File: src/rtl/dual_issue_sequencer_if.sv
// Fetch-packet, hazard-verdict and issue-slot bundle between the fetch stage,
// the dual-issue sequencer and the decode/execute slots.
interface dual_issue_sequencer_if #(
    parameter int IW    = 32,
    parameter int AW    = 32,
    parameter int CNT_W = 16
);
    logic             pkt_valid;
    logic [IW-1:0]    pkt_inst1;
    logic [IW-1:0]    pkt_inst2;
    logic [AW-1:0]    pkt_pc;
    logic             dep_stall;
    logic             flush_inst2;
    logic             back_stall;
    logic             redirect;
    logic             pkt_ready;
    logic             s0_valid;
    logic [IW-1:0]    s0_inst;
    logic [AW-1:0]    s0_pc;
    logic             s1_valid;
    logic [IW-1:0]    s1_inst;
    logic [AW-1:0]    s1_pc;
    logic [CNT_W-1:0] pair_cnt;
    logic [CNT_W-1:0] split_cnt;
    logic [CNT_W-1:0] drop_cnt;

    modport master (
        output pkt_valid, pkt_inst1, pkt_inst2, pkt_pc,
               dep_stall, flush_inst2, back_stall, redirect,
        input  pkt_ready, s0_valid, s0_inst, s0_pc, s1_valid, s1_inst, s1_pc,
               pair_cnt, split_cnt, drop_cnt
    );

    modport slave (
        input  pkt_valid, pkt_inst1, pkt_inst2, pkt_pc,
               dep_stall, flush_inst2, back_stall, redirect,
        output pkt_ready, s0_valid, s0_inst, s0_pc, s1_valid, s1_inst, s1_pc,
               pair_cnt, split_cnt, drop_cnt
    );
endinterface

File: src/rtl/dual_issue_sequencer.sv
// Dual-issue sequencer: issues a fetch packet as a pair, splits it over two
// cycles on an intra-packet hazard, or drops inst2 on a slot-0 branch flush.
module dual_issue_sequencer #(
    parameter int IW    = 32,
    parameter int AW    = 32,
    parameter int CNT_W = 16
) (
    input  logic                 clk_i,
    input  logic                 rst_i,
    dual_issue_sequencer_if.slave bus
);
    typedef enum logic {PAIR, SPLIT} state_e;

    state_e           state_q;
    logic             s0_valid_q, s1_valid_q;
    logic [IW-1:0]    s0_inst_q, s1_inst_q, hold_inst_q;
    logic [AW-1:0]    s0_pc_q, s1_pc_q, hold_pc_q;
    logic [CNT_W-1:0] pair_cnt_q, split_cnt_q, drop_cnt_q;
    logic [CNT_W-1:0] pair_cnt_d, split_cnt_d, drop_cnt_d;
    logic [AW-1:0]    pc_plus4;

    // Saturating increments; counters stick at all-ones.
    assign pair_cnt_d  = (&pair_cnt_q)  ? pair_cnt_q  : pair_cnt_q  + 1'b1;
    assign split_cnt_d = (&split_cnt_q) ? split_cnt_q : split_cnt_q + 1'b1;
    assign drop_cnt_d  = (&drop_cnt_q)  ? drop_cnt_q  : drop_cnt_q  + 1'b1;
    assign pc_plus4    = bus.pkt_pc + AW'(4);

    assign bus.pkt_ready = !rst_i && !bus.redirect && !bus.back_stall
                         && (state_q == PAIR) && bus.pkt_valid;

    always_ff @(posedge clk_i) begin
        if (rst_i) begin
            state_q     <= PAIR;
            s0_valid_q  <= 1'b0;
            s0_inst_q   <= '0;
            s0_pc_q     <= '0;
            s1_valid_q  <= 1'b0;
            s1_inst_q   <= '0;
            s1_pc_q     <= '0;
            hold_inst_q <= '0;
            hold_pc_q   <= '0;
            pair_cnt_q  <= '0;
            split_cnt_q <= '0;
            drop_cnt_q  <= '0;
        end else if (bus.redirect) begin
            state_q     <= PAIR;
            s0_valid_q  <= 1'b0;
            s1_valid_q  <= 1'b0;
            hold_inst_q <= '0;
            hold_pc_q   <= '0;
        end else if (!bus.back_stall) begin
            unique case (state_q)
                PAIR: begin
                    if (!bus.pkt_valid) begin
                        s0_valid_q <= 1'b0;
                        s1_valid_q <= 1'b0;
                    end else begin
                        s0_valid_q <= 1'b1;
                        s0_inst_q  <= bus.pkt_inst1;
                        s0_pc_q    <= bus.pkt_pc;
                        // Flush wins over the hazard: a dropped inst2 never needs splitting.
                        if (bus.flush_inst2) begin
                            s1_valid_q <= 1'b0;
                            drop_cnt_q <= drop_cnt_d;
                        end else if (bus.dep_stall) begin
                            s1_valid_q  <= 1'b0;
                            hold_inst_q <= bus.pkt_inst2;
                            hold_pc_q   <= pc_plus4;
                            split_cnt_q <= split_cnt_d;
                            state_q     <= SPLIT;
                        end else begin
                            s1_valid_q <= 1'b1;
                            s1_inst_q  <= bus.pkt_inst2;
                            s1_pc_q    <= pc_plus4;
                            pair_cnt_q <= pair_cnt_d;
                        end
                    end
                end
                SPLIT: begin
                    s0_valid_q <= 1'b1;
                    s0_inst_q  <= hold_inst_q;
                    s0_pc_q    <= hold_pc_q;
                    s1_valid_q <= 1'b0;
                    state_q    <= PAIR;
                end
                default: state_q <= PAIR;
            endcase
        end
    end

    assign bus.s0_valid  = s0_valid_q;
    assign bus.s0_inst   = s0_inst_q;
    assign bus.s0_pc     = s0_pc_q;
    assign bus.s1_valid  = s1_valid_q;
    assign bus.s1_inst   = s1_inst_q;
    assign bus.s1_pc     = s1_pc_q;
    assign bus.pair_cnt  = pair_cnt_q;
    assign bus.split_cnt = split_cnt_q;
    assign bus.drop_cnt  = drop_cnt_q;
endmodule

File: src/flat_wrapper.sv
// flat-port wrapper written by rule: the top's interface ports become plain ports
module dual_issue_sequencer_flat 
#(
    parameter int IW    = 32,
    parameter int AW    = 32,
    parameter int CNT_W = 16
)
  (clk_i, rst_i, bus_pkt_valid, bus_pkt_inst1, bus_pkt_inst2, bus_pkt_pc, bus_dep_stall, bus_flush_inst2, bus_back_stall, bus_redirect, bus_pkt_ready, bus_s0_valid, bus_s0_inst, bus_s0_pc, bus_s1_valid, bus_s1_inst, bus_s1_pc, bus_pair_cnt, bus_split_cnt, bus_drop_cnt);
  dual_issue_sequencer_if #(.IW(IW), .AW(AW), .CNT_W(CNT_W)) bus_i ();
  input  logic clk_i;
  input  logic rst_i;
  input wire logic [$bits(bus_i.pkt_valid)-1:0] bus_pkt_valid;
  input wire logic [$bits(bus_i.pkt_inst1)-1:0] bus_pkt_inst1;
  input wire logic [$bits(bus_i.pkt_inst2)-1:0] bus_pkt_inst2;
  input wire logic [$bits(bus_i.pkt_pc)-1:0] bus_pkt_pc;
  input wire logic [$bits(bus_i.dep_stall)-1:0] bus_dep_stall;
  input wire logic [$bits(bus_i.flush_inst2)-1:0] bus_flush_inst2;
  input wire logic [$bits(bus_i.back_stall)-1:0] bus_back_stall;
  input wire logic [$bits(bus_i.redirect)-1:0] bus_redirect;
  output wire logic [$bits(bus_i.pkt_ready)-1:0] bus_pkt_ready;
  output wire logic [$bits(bus_i.s0_valid)-1:0] bus_s0_valid;
  output wire logic [$bits(bus_i.s0_inst)-1:0] bus_s0_inst;
  output wire logic [$bits(bus_i.s0_pc)-1:0] bus_s0_pc;
  output wire logic [$bits(bus_i.s1_valid)-1:0] bus_s1_valid;
  output wire logic [$bits(bus_i.s1_inst)-1:0] bus_s1_inst;
  output wire logic [$bits(bus_i.s1_pc)-1:0] bus_s1_pc;
  output wire logic [$bits(bus_i.pair_cnt)-1:0] bus_pair_cnt;
  output wire logic [$bits(bus_i.split_cnt)-1:0] bus_split_cnt;
  output wire logic [$bits(bus_i.drop_cnt)-1:0] bus_drop_cnt;
  assign bus_i.pkt_valid = bus_pkt_valid;
  assign bus_i.pkt_inst1 = bus_pkt_inst1;
  assign bus_i.pkt_inst2 = bus_pkt_inst2;
  assign bus_i.pkt_pc = bus_pkt_pc;
  assign bus_i.dep_stall = bus_dep_stall;
  assign bus_i.flush_inst2 = bus_flush_inst2;
  assign bus_i.back_stall = bus_back_stall;
  assign bus_i.redirect = bus_redirect;
  assign bus_pkt_ready = bus_i.pkt_ready;
  assign bus_s0_valid = bus_i.s0_valid;
  assign bus_s0_inst = bus_i.s0_inst;
  assign bus_s0_pc = bus_i.s0_pc;
  assign bus_s1_valid = bus_i.s1_valid;
  assign bus_s1_inst = bus_i.s1_inst;
  assign bus_s1_pc = bus_i.s1_pc;
  assign bus_pair_cnt = bus_i.pair_cnt;
  assign bus_split_cnt = bus_i.split_cnt;
  assign bus_drop_cnt = bus_i.drop_cnt;
  dual_issue_sequencer #(.IW(IW), .AW(AW), .CNT_W(CNT_W)) u_core (.clk_i(clk_i), .rst_i(rst_i), .bus(bus_i));
endmodule
File: config.mk
export PLATFORM = sky130hd
export DESIGN_NAME = dual_issue_sequencer_flat
export DESIGN_NICKNAME = d
export VERILOG_FILES = /design/src/rtl/dual_issue_sequencer_if.sv /design/src/rtl/dual_issue_sequencer.sv /design/src/flat_wrapper.sv
export SDC_FILE = /design/constraint.sdc
export NUM_CORES = 1
export LEC_CHECK = 0
export BUFFER_PORTS_ARGS = -buffer_cell sky130_fd_sc_hd__buf_2
export CORE_MARGIN = 5
export CORE_UTILIZATION = 47
export DETAILED_ROUTE_END_ITERATION = 8
export PLACE_DENSITY = 0.76
export SYNTH_ARGS = -nofsm -noshare
export SYNTH_HDL_FRONTEND = slang
export SYNTH_SLANG_ARGS = --single-unit
File: constraint.sdc
create_clock -name clk_i -period 1.8 [get_ports clk_i]
set_input_delay 0.18 -clock clk_i [delete_from_list [all_inputs] [get_ports clk_i]]
set_output_delay 0.18 -clock clk_i [all_outputs]
set_load 0.02 [all_outputs]
==> results of run 1 <==
## cell usage after synthesis, drive strengths merged (2+ instances only)
master / number
dfxtp: 243
nor2: 165
nand2: 159
a21oi: 101
a211oi: 97
clkbuf: 72
mux2i: 67
xor2: 34
o21ai: 31
nand4: 30
xnor2: 26
nand3: 21
nor3: 19
nor4: 16
and2: 12
and3: 12
buf: 10
inv: 7
or3: 6
and4: 5
nand2b: 5
ha: 4
nor4b: 4
o211ai: 4
or2: 4
o2111ai: 3
a41oi: 2
o31ai: 2
or4: 2
## layout by cell type (no fill, tap or decap), types with 3 or more instances in the layout
cell type / n
and3_1: 11
o2111ai_1: 3
dlygate4sd3_1: 58
nand3_1: 20
a21oi_1: 99
o211ai_1: 4
nor4_2: 5
o21ai_0: 29
buf_4: 59
clkbuf_8: 8
clkinv_2: 6
nand2b_1: 4
or3_1: 4
dfxtp_1: 239
mux2i_1: 67
xor2_1: 34
clkbuf_16: 27
buf_6: 4
nor4b_2: 3
buf_2: 279
buf_12: 7
clkbuf_1: 3
inv_1: 7
and4_1: 5
nor2_1: 164
a211oi_1: 97
nor3_1: 13
xnor2_1: 26
diode_2: 3
and2_1: 10
nand4_1: 29
or2_2: 4
nand2_1: 159
nor4_1: 10
nor3_4: 4
## layer usage
layer / part of all wire, % / track usage [%] / vias up
met5: 0 / 0 / -
li1: - / - / 4826
met4: 3.8 / 9.587 / 0
met3: 7.6 / 5.503 / 84
met1: 40 / 30.63 / 4662
met2: 48 / 41.97 / 411
## what timing repair did
action                                  CTS  global route
buffers inserted                          2             8
resized for setup                         6            25
hold endpoints to repair                 92             0
hold buffers                             58             0
pin swaps                                 1             8
gates cloned                              2             1
endpoints found under the setup margin    5            41
## worst register-to-register path, stage by stage (launching register included)
cell and delay [ns]:
dfxtp_4 0.36, or4b_4 0.52, or3_4 0.43, nor3_2 0.21, xnor2_1 0.14, nor2_1 0.06
## per-stage QoR
stage	cells	worst slack, ns
5_1_grt	1823	-0.06834
3_3_place_gp	1703	-0.04988
2_1_floorplan	1170	-0.01076
4_1_cts	1813	-0.02427
6_report	1825	-0.03681
3_5_place_dp	1703	-0.08848
## area by class of cell
cell class	instances	area, µm²	share of cell area, %
sequential	243	4875	35.07
tap	275	344.1	2.475
timing repair buffer	411	2723	19.59
clock inverter	11	122.6	0.8821
antenna	3	7.507	0.05401
inverter	7	26.28	0.1890
clock buffer	37	772.0	5.554
multi-input combinational	838	5031	36.19
## state kept, by name, summed over array words and instances (netlist names)
register,cells
u_core.bus.s0_pc,32
u_core.bus.s1_valid,1
u_core.state_q,1
u_core.hold_inst_q,32
u_core.hold_pc_q,32
u_core.bus.s0_valid,1
u_core.bus.split_cnt,16
u_core.bus.pair_cnt,16
u_core.bus.s0_inst,32
u_core.bus.s1_pc,32
u_core.bus.s1_inst,32
u_core.bus.drop_cnt,16
## power by group
group	internal [µW]	switching [µW]	leakage [µW]
Sequential	5490	67.4	0.00197
Clock	3280	2200	0.000444
Combinational	436	651	0.00313
## kinds of logic (layout without fill, tap and decap cells)
| family | after synthesis | count (layout) | share of synthesized area (%) |
|---|---|---|---|
| fa+ha+maj | 4 | 4 | 0.4967 |
| other cells | 0 | 3 | 0 |
| simple gates | 464 | 464 | 20.91 |
| flops | 243 | 243 | 48.28 |
| compound gates | 243 | 243 | 14.93 |
| xor+xnor | 60 | 60 | 5.216 |
| buf+inv | 89 | 466 | 3.514 |
| mux | 67 | 67 | 6.656 |
## final timing paths
path                                           start  slack, ns  depth (start not counted)                                    end
setup / recovery         u_core.state_q$_SDFFE_PP0N_      -0.04                          5  u_core.bus.split_cnt[14]$_SDFFE_PP0P_
hold / removal                     bus_pkt_inst1[23]       0.01                          3    u_core.bus.s0_inst[23]$_SDFFE_PP0P_
setup reg to reg         u_core.state_q$_SDFFE_PP0N_      -0.04                          5  u_core.bus.split_cnt[14]$_SDFFE_PP0P_
hold reg to reg   u_core.hold_inst_q[2]$_SDFFE_PP0P_       0.46                          2     u_core.hold_inst_q[2]$_SDFFE_PP0P_
==> summary.md, run 1 <==
| Metric | Value |
|---|---|
| Synth cell types | 44 |
| Final period demand of the worst path | 1.837 ns |
| Leak | 0.005545 µW |
| I/O pin count | 282 |
| DP HPWL | 20.64 mm |
| Arrival time worst endpoint | 2.22 ns |
| Clock latency on the worst-skew pair | 0.53 ns |
| Setup WS post-layout | -0.03681 ns |
| Fmax | 544.4 MHz |
| Number of synthesized flops with an enable pin | 0 |
| Global route overflow | 0 |
| Critical Path Source Type | register |
| Die ar. | 24,470 µm² |
| Warnings from Yosys | 0 |
| CTS tree | done |
| CP Buf/Inv Count | 0 |
| Sequential area share after synthesis | 48.28% |
| Final Hold Fails | 0 |
| Dominant cell type by area after synthesis | dfxtp_1 |
| GRT Resource Usage Total | 24.71% |
| I/O Buffers | 281 |
| Die W | 156.4 µm |
| CTS root buf | clkbuf_16 |
| Pin count of the biggest net entering global routing | 112 |
| Core Area | 21,090 µm² |
| Hold slack | 0.01376 ns |
| RSZ-0062 raised after global routing | true |
| Routed vias/inst | 5.470 |
| Status | finished, violations left |
| Area contributors post-synth | dfxtp_1 (48%), a211oi_1 (7.2%), mux2i_1 (6.7%) |
| Crit path max fanout | 4 |
| Max-slew headroom | 62.29% |
| Share of layout cells above drive strength 1 | 28.12% |
| Clock Path Buffers | 3 |
| Vias in the first global route | 9,609 |
| Wire per inst | 17.86 µm |
| Synthesis-to-finish area growth | 37.96% |
| Max VDD drop | 0.7325 mV |
| Antenna Nets Post-Route | 0 |
| Slowest cell on the critical path | or4b_4 |
| Cts bufs inserted | 26 |
| CP Class | reg2reg |
| Reg clk slew, reported paths | 0.06 ns |
| Crit end category | register |
| Worst clock skew | 0.01752 ns |
| Max Transition Viols Final | 0 |
| Number of synthesized register bits | 243 |
| CTS Sinks | 243 |
| Failing checks | negative setup slack |
| Top-area cell type share of the netlist area | 48.28% |
| Synthesized instance count | 1,170 |
| Setup-failing EPs final | 3 |
| Placed Area | 12,090 µm² |
| Overall power | 12,130 µW |
| First-pass GRT wire length | 49.85 mm |
| Filler instances | 1,674 |
| Critical path, cell by cell | or4b_4, or3_4, nor3_2, xnor2_1, nor2_1 |
| Synth Cell Area | 10,080 µm² |
| Total Routed Length | 32.60 mm |
| Async S/R FF share, synth | 0% |
| Final instance area | 13,900 µm² |
| DRC errors left | 0 |
| CP required | 2.19 ns |
| Fin util | 65.92% |
| Max-cap violations | 0 |
| GPL Wtd Cong | 0.8745 |
| Die height | 156.4 µm |
| Initial antenna violation count | 1 |
| Max incr delay on CP | 0.52 ns |
| Row cnt | 53 |
| PD cells | 872.4 nW/µm² |
| Final Cycle Share | 102.0% |
| Synth Flop Type | dfxtp_1 |
| Syn_nets | 1,277 |
| Final net count | 1,634 |
| Cell family with most CP delay | simple AND/OR/NAND/NOR gates |
| Via count | 9,983 |
| Hold WC Path Type | in2reg |
| Setup TNS | -0.08615 ns |
| Iteration-0 DRC Markers | 451 |
| Worst-margin pin slew | 0.5656 ns |
| Synthesized area per cell | 8.612 µm² |
| Drt first pass iters | 5 |
| H-tree levels | 1 |
| Initial Util | 47.78% |
(Power assumes the default switching activity.)
==> run 2: changes to the inputs <==
--- a/config.mk
+++ b/config.mk
@@ -10,6 +10,7 @@
 export CORE_UTILIZATION = 47
 export DETAILED_ROUTE_END_ITERATION = 8
 export PLACE_DENSITY = 0.76
+export SKIP_LAST_GASP = 1
 export SYNTH_ARGS = -nofsm -noshare
 export SYNTH_HDL_FRONTEND = slang
 export SYNTH_SLANG_ARGS = --single-unit
==> run 2 against run 1 <==
Net effect: routed wire length fell by 0.10%; clock power hardly changed; the flow still finishes with violations (negative setup slack); die area stayed put.
==> summary.md, run 2 (synthesis gave the netlist of run 1 again) <==
| Metric | Value |
|---|---|
| Drt first pass iters | 5 (unchanged) |
| Initial Util | 47.78% (unchanged) |
| Final period demand of the worst path | 1.834 ns (was 1.837 ns) |
| Iteration-0 DRC Markers | 487 (was 451) |
| Crit end category | register (unchanged) |
| Critical Path Source Type | register (unchanged) |
| Leak | 0.005545 µW (about the same) |
| Wire per inst | 17.84 µm (was 17.86 µm) |
| Sum of routed wire segments on met1 | 13.09 mm (was 13.20 mm) |
| Cts bufs inserted | 26 (unchanged) |
| Die W | 156.4 µm (unchanged) |
| Final instance count without filler cells | 1,825 (unchanged) |
| Max VDD drop | 0.7324 mV (was 0.7325 mV) |
| Hold slack | 0.01393 ns (was 0.01376 ns) |
| Worst clock skew | 0.01744 ns (was 0.01752 ns) |
| RSZ-0062 raised after global routing | true (unchanged) |
| I/O pin count | 282 (unchanged) |
| Hold WC Path Type | in2reg (unchanged) |
| PD cells | 873.0 nW/µm² (was 872.4 nW/µm²) |
| First-pass GRT wire length | 49.85 mm (unchanged) |
| CTS tree | done (unchanged) |
| Vias in the first global route | 9,611 (was 9,609) |
| Die ar. | 24,470 µm² (unchanged) |
| Share of layout cells above drive strength 1 | 27.99% (was 28.12%) |
| Metal3 WL | 2.571 mm (was 2.462 mm) |
| Row cnt | 53 (unchanged) |
| Commonest cells after routing, fill and taps aside | buf_2 (279), dfxtp_1 (239), nor2_1 (164) (unchanged) |
| Met2 WL post-DR | 15.63 mm (was 15.70 mm) |
| Core Area | 21,090 µm² (unchanged) |
| Die height | 156.4 µm (unchanged) |
| Reg-to-reg startpoint | u_core.state_q$_SDFFE_PP0N_ (unchanged) |
| R2R setup slack | -0.03 ns (was -0.04 ns) |
| Critical Path Start | u_core.state_q$_SDFFE_PP0N_ (unchanged) |
| Worst-margin pin slew | 0.5513 ns (was 0.5656 ns) |
| Crit path max fanout | 4 (unchanged) |
| Top sig layer | met4 (unchanged) |
| Reg-to-Reg End | u_core.bus.split_cnt[14]$_SDFFE_PP0P_ (unchanged) |
| Final net count | 1,634 (unchanged) |
| Clock Path Buffers | 3 (unchanged) |
| Max Transition Viols Final | 0 (unchanged) |
| Final Cycle Share | 101.9% (was 102.0%) |
| Fmax | 545.2 MHz (was 544.4 MHz) |
| Synthesis-to-finish area growth | 37.87% (was 37.96%) |
| Clock latency on the worst-skew pair | 0.53 ns (about the same) |
| Routed vias/inst | 5.472 (was 5.470) |
| CP Class | reg2reg (unchanged) |
| DP HPWL | 20.64 mm (unchanged) |
| Arrival time worst endpoint | 2.22 ns (about the same) |
| Failing checks | negative setup slack (unchanged) |
| Via count | 9,987 (was 9,983) |
| Max-cap violations | 0 (unchanged) |
| I/O Buffers | 281 (unchanged) |
| CTS Sinks | 243 (unchanged) |
| Antenna Nets Post-Route | 0 (unchanged) |
| Setup WS post-layout | -0.03428 ns (was -0.03681 ns) |
| Dpl ws | -0.08848 ns (unchanged) |
| Global route overflow | 0 (unchanged) |
| Setup TNS | -0.07929 ns (was -0.08615 ns) |
| Initial antenna violation count | 1 (unchanged) |
| R2R depth | 5 (unchanged) |
| Status | finished, violations left (unchanged) |
| CTS root buf | clkbuf_16 (unchanged) |
| Setup-failing EPs final | 3 (unchanged) |
| Reg clk slew, reported paths | 0.06 ns (about the same) |
| Placed Area | 12,090 µm² (unchanged) |
| Hold Crit Depth | 3 (unchanged) |
| CP required | 2.19 ns (about the same) |
| DRC errors left | 0 (unchanged) |
| Pin count of the biggest net entering global routing | 112 (unchanged) |
| Placed cell count | 1,703 (unchanged) |
| Filler instances | 1,674 (unchanged) |
| Max-slew headroom | 63.24% (was 62.29%) |
| GPL Wtd Cong | 0.8745 (unchanged) |
| Commonest non-fill, non-tap cell in the layout | buf_2 (unchanged) |
| Final instance area | 13,890 µm² (was 13,900 µm²) |
| Setup crit end | u_core.bus.split_cnt[14]$_SDFFE_PP0P_ (unchanged) |
| Total Routed Length | 32.56 mm (was 32.60 mm) |
| Final Hold Fails | 0 (unchanged) |
| H-tree levels | 1 (unchanged) |
| GRT Resource Usage Total | 24.71% (unchanged) |
==> run 2: cell count changes in the layout (fill, tap and decap cells not counted) <==
cell / before / now
a21oi_1: 99 / 100
a21oi_2: 2 / 1
nor3_1: 13 / 14
nor3_2: 2 / 1
==> run 2: metrics by stage <==
step                      utilization (%)  total power [µW]
after floorplan                         -              6206
after global placement              57.32              6610
after detailed placement            57.32              6625
after CTS                           64.85             12210
after global routing                65.85             12520
final                               65.88             12130
==> run 2: worst min-delay path by stage <==
stage                                           to              start
6_report       u_core.bus.s0_inst[23]$_SDFFE_PP0P_  bus_pkt_inst1[23]
3_3_place_gp    u_core.bus.s1_inst[5]$_SDFFE_PP0P_   bus_pkt_inst2[5]
5_1_grt        u_core.bus.s0_inst[24]$_SDFFE_PP0P_  bus_pkt_inst1[24]
4_1_cts        u_core.bus.s0_inst[17]$_SDFFE_PP0P_  bus_pkt_inst1[17]
3_5_place_dp   u_core.hold_inst_q[28]$_SDFFE_PP0P_  bus_pkt_inst2[28]
2_1_floorplan     u_core.hold_pc_q[2]$_SDFFE_PP0P_      bus_pkt_pc[2]
==> run 2: critical path, cell delays in order (launching register included) <==
cell and delay (ns):
dfxtp_4 0.36, or4b_4 0.52, or3_4 0.43, nor3_2 0.21
xnor2_1 0.14, nor2_1 0.06
==> run 2: layout make-up <==
type | instances | area (µm²) | share of cell area, %
multi-input combinational | 838 | 5022 | 36.15
sequential | 243 | 4875 | 35.09
timing repair buffer | 411 | 2723 | 19.60
clock buffer | 37 | 772.0 | 5.557
tap | 275 | 344.1 | 2.477
clock inverter | 11 | 122.6 | 0.8826
inverter | 7 | 26.28 | 0.1891
antenna | 3 | 7.507 | 0.05404
==> run 2: where the power goes <==
part,total [µW],switching [µW],leakage [µW],internal [µW]
clock network,5480,2200,0.000444,3280
registers,5560,67.5,0.00197,5490
logic,1090,651,0.00313,436
==> run 2: metal layers <==
| layer | vias to the layer above | GRT usage, % |
|---|---|---|
| li1 | 4819 | - |
| met1 | 4670 | 30.63 |
| met2 | 412 | 41.97 |
| met3 | 86 | 5.503 |
| met4 | 0 | 9.587 |
| met5 | - | 0 |
==> run 2: repair_timing <==
action,4_1_cts,5_1_grt
setup endpoints to repair,5,41
hold buffers,58,0
resized for setup,6,23
endpoints found under the hold margin,92,0
pin swaps,1,8
setup buffers,2,8
gates cloned,2,1
==> run 3: changes to the inputs <==
--- a/config.mk
+++ b/config.mk
@@ -6,10 +6,9 @@
 export NUM_CORES = 1
 export LEC_CHECK = 0
 export BUFFER_PORTS_ARGS = -buffer_cell sky130_fd_sc_hd__buf_2
-export CORE_MARGIN = 5
 export CORE_UTILIZATION = 47
 export DETAILED_ROUTE_END_ITERATION = 8
-export PLACE_DENSITY = 0.76
+export PLACE_DENSITY = 0.73
 export SKIP_LAST_GASP = 1
 export SYNTH_ARGS = -nofsm -noshare
 export SYNTH_HDL_FRONTEND = slang
==> constraint.sdc (replaced) <==
create_clock -name clk_i -period 1.8 [get_ports clk_i]
set_input_delay 0.18 -clock clk_i [delete_from_list [all_inputs] [get_ports clk_i]]
set_output_delay 0.18 -clock clk_i [all_outputs]
set_load 0.01 [all_outputs]
==> run 3 against run 2 <==
Net effect: the flow still finishes with violations (negative setup slack); critical path type unchanged; sequential share of layout area up 0.14 points; first-iteration DRC count shrank 4.3%; hold slack hardly changed; largest cell class unchanged; non-clock buffer count decreased by 1; largest power group unchanged; clock power fell by 7.8%.
==> summary.md, run 3 (synthesis gave the netlist of run 1 again) <==
| Metric | Value |
|---|---|
| Placed cell count | 1,700 (was 1,703) |
| Row cnt | 53 (unchanged) |
| Reg-to-reg startpoint | u_core.state_q$_SDFFE_PP0N_ (unchanged) |
| Die ar. | 22,030 µm² (was 24,470 µm²) |
| GRT Resource Usage Total | 26.58% (was 24.71%) |
| Setup TNS | -0.03121 ns (was -0.07929 ns) |
| Flop pwr share | 47.8% (was 45.9%) |
| Via count | 9,899 (was 9,987) |
| Filler instances | 1,708 (was 1,674) |
| Reg-to-Reg End | u_core.bus.split_cnt[15]$_SDFFE_PP0P_ (was u_core.bus.split_cnt[14]$_SDFFE_PP0P_) |
| H-tree levels | 1 (unchanged) |
| Share of layout cells above drive strength 1 | 27.55% (was 27.99%) |
| First-pass GRT wire length | 47.30 mm (was 49.85 mm) |
| Clock latency on the worst-skew pair | 0.52 ns (was 0.53 ns) |
| CP Class | reg2reg (unchanged) |
| Cts bufs inserted | 26 (unchanged) |
| Fin util | 65.74% (was 65.88%) |
| Comb pwr share | 8.7% (was 9.0%) |
| Max VDD drop | 0.6458 mV (was 0.7324 mV) |
| CTS root buf | clkbuf_16 (unchanged) |
| Final Cycle Share | 101.4% (was 101.9%) |
| Setup WS post-layout | -0.02575 ns (was -0.03428 ns) |
| Wire per inst | 17.02 µm (was 17.84 µm) |
| Fmax | 547.7 MHz (was 545.2 MHz) |
| Final net count | 1,633 (was 1,634) |
| Synthesis-to-finish area growth | 37.15% (was 37.87%) |
| Arrival time worst endpoint | 2.27 ns (was 2.22 ns) |
| I/O pin count | 282 (unchanged) |
| Pin count of the biggest net entering global routing | 96 (was 112) |
| Status | finished, violations left (unchanged) |
| Leak | 0.005486 µW (was 0.005545 µW) |
| DRC errors left | 0 (unchanged) |
| R2R setup slack | -0.03 ns (about the same) |
| Core Area | 21,020 µm² (was 21,090 µm²) |
| Clk pwr share | 43.4% (was 45.2%) |
| Footprint of the multi-input gates | 5040 µm² (was 5022 µm²) |
| Max-cap violations | 0 (unchanged) |
| Worst clock skew | 0.007497 ns (was 0.01744 ns) |
| CTS Sinks | 243 (unchanged) |
| Commonest cells after routing, fill and taps aside | buf_2 (280), dfxtp_1 (242), nor2_1 (163) (was buf_2 (279), dfxtp_1 (239), nor2_1 (164)) |
| Worst-margin pin slew | 0.9416 ns (was 0.5513 ns) |
| DP HPWL | 19.30 mm (was 20.64 mm) |
| Setup crit end | u_core.bus.split_cnt[15]$_SDFFE_PP0P_ (was u_core.bus.split_cnt[14]$_SDFFE_PP0P_) |
| Failing checks | negative setup slack (unchanged) |
| Ant diodes | 0 (was 3) |
| Iteration-0 DRC Markers | 466 (was 487) |
| Critical Path Source Type | register (unchanged) |
| Final Hold Fails | 0 (unchanged) |
| Sw Pwr | 2710 µW (was 2921 µW) |
| Final period demand of the worst path | 1.826 ns (was 1.834 ns) |
| GPL Wtd Cong | 0.8750 (was 0.8745) |
| Vias in the first global route | 9,366 (was 9,611) |
| Initial antenna violation count | 0 (was 1) |
| Max Transition Viols Final | 0 (unchanged) |
| Switching part of the total power | 23.31% (was 24.09%) |
| R2R depth | 6 (was 5) |
| Hold WC Path Type | in2reg (unchanged) |
| Critical Path Start | u_core.state_q$_SDFFE_PP0N_ (unchanged) |
| Internal power | 8918 µW (was 9207 µW) |
| CTS tree | done (unchanged) |
| Clock Path Buffers | 3 (unchanged) |
| Initial Util | 47.93% (was 47.78%) |
| Worst hold start | bus_pkt_inst1[7] (was bus_pkt_inst1[23]) |
| FF/Latch Area | 4868 µm² (was 4875 µm²) |
| Global route overflow | 0 (unchanged) |
| PD cells | 841.4 nW/µm² (was 873.0 nW/µm²) |
| Drt first pass iters | 5 (unchanged) |
| Setup-failing EPs final | 2 (was 3) |
| I/O Buffers | 281 (unchanged) |
| Commonest non-fill, non-tap cell in the layout | buf_2 (unchanged) |
| RSZ-0062 raised after global routing | true (unchanged) |
| Final instance count without filler cells | 1,814 (was 1,825) |
| Routed vias/inst | 5.457 (was 5.472) |
| Die W | 148.4 µm (was 156.4 µm) |
| Dpl ws | -0.1239 ns (was -0.08848 ns) |
| Total Routed Length | 30.87 mm (was 32.56 mm) |
| Reg clk slew, reported paths | 0.06 ns (about the same) |
| Antenna Nets Post-Route | 0 (unchanged) |
| Crit end category | register (unchanged) |
| Crit path max fanout | 2 (was 4) |
| Max-slew headroom | 37.23% (was 63.24%) |
| CP required | 2.24 ns (was 2.19 ns) |
| Die height | 148.4 µm (was 156.4 µm) |
==> run 3: changes by cell type in the layout (fill, tap and decap cells not counted), sizes merged <==
cell / previous run / this run
clkinv: 8 / 1
dlygate4sd3: 58 / 54
clkbuf: 38 / 41
diode: 3 / 0
buf: 350 / 352
bufinv: 2 / 1
clkinvlp: 1 / 0
==> run 3: layout make-up <==
type                    instances  share of cell area, %
multi-input cells             838                  36.47
flip-flops and latches        243                  35.23
repair buffers                410                  19.94
clock buffers                  39                  5.432
well taps                     275                  2.490
clock inverters                 2                 0.2535
inverters                       7                 0.1901
==> run 3: power by group through the flow <==
stage / Sequential [µW] / Combinational (µW) / Clock (µW)
after detailed placement: 5670 / 865 / 0
after global placement: 5670 / 851 / 0
after floorplan: 5720 / 408 / 0
after global routing: 5570 / 1100 / 5350
after CTS: 5560 / 975 / 5130
final: 5560 / 1020 / 5050
==> run 3: routing by layer <==
layer | vias up | global-route usage, % | wire, µm
met5 | - | 0 | 0
met2 | 371 | 43.83 | 14730
met1 | 4640 | 33.66 | 12830
li1 | 4811 | - | -
met4 | 0 | 10.62 | 1059
met3 | 77 | 5.890 | 2254
==> run 3: worst min path at each step <==
stage	end	cells after the start
3_3_place_gp	u_core.hold_inst_q[20]$_SDFFE_PP0P_	3
5_1_grt	u_core.bus.s0_inst[1]$_SDFFE_PP0P_	3
3_5_place_dp	u_core.bus.s1_inst[17]$_SDFFE_PP0P_	3
2_1_floorplan	u_core.hold_pc_q[2]$_SDFFE_PP0P_	1
4_1_cts	u_core.bus.s0_inst[23]$_SDFFE_PP0P_	3
6_report	u_core.bus.s0_inst[7]$_SDFFE_PP0P_	3
==> run 3: through the flow <==
stage,hold WS (ns),cell area (µm²),total power (µW)
2_1_floorplan,0.2756,10080,6128
4_1_cts,0.001280,13570,11660
3_5_place_dp,0.4402,12060,6540
3_3_place_gp,0.4338,12060,6522
6_report,0.01416,13820,11630
5_1_grt,0.01617,13820,12030
==> run 3: worst max-delay path: stages, from the launching register on <==
cell and delay (ns):
dfxtp_4 0.35, or4b_4 0.49, buf_6 0.15, nor3_4 0.15, nand4_2 0.15, or3_4 0.35, a21oi_1 0.12
==> run 3: timing repair <==
action	4_1_cts	5_1_grt
cloned	2	3
setup endpoints to repair	13	124
hold endpoints to repair	89	0
buffers inserted	6	8
pin swaps	3	15
hold buffers	54	0
gates resized for setup	14	27
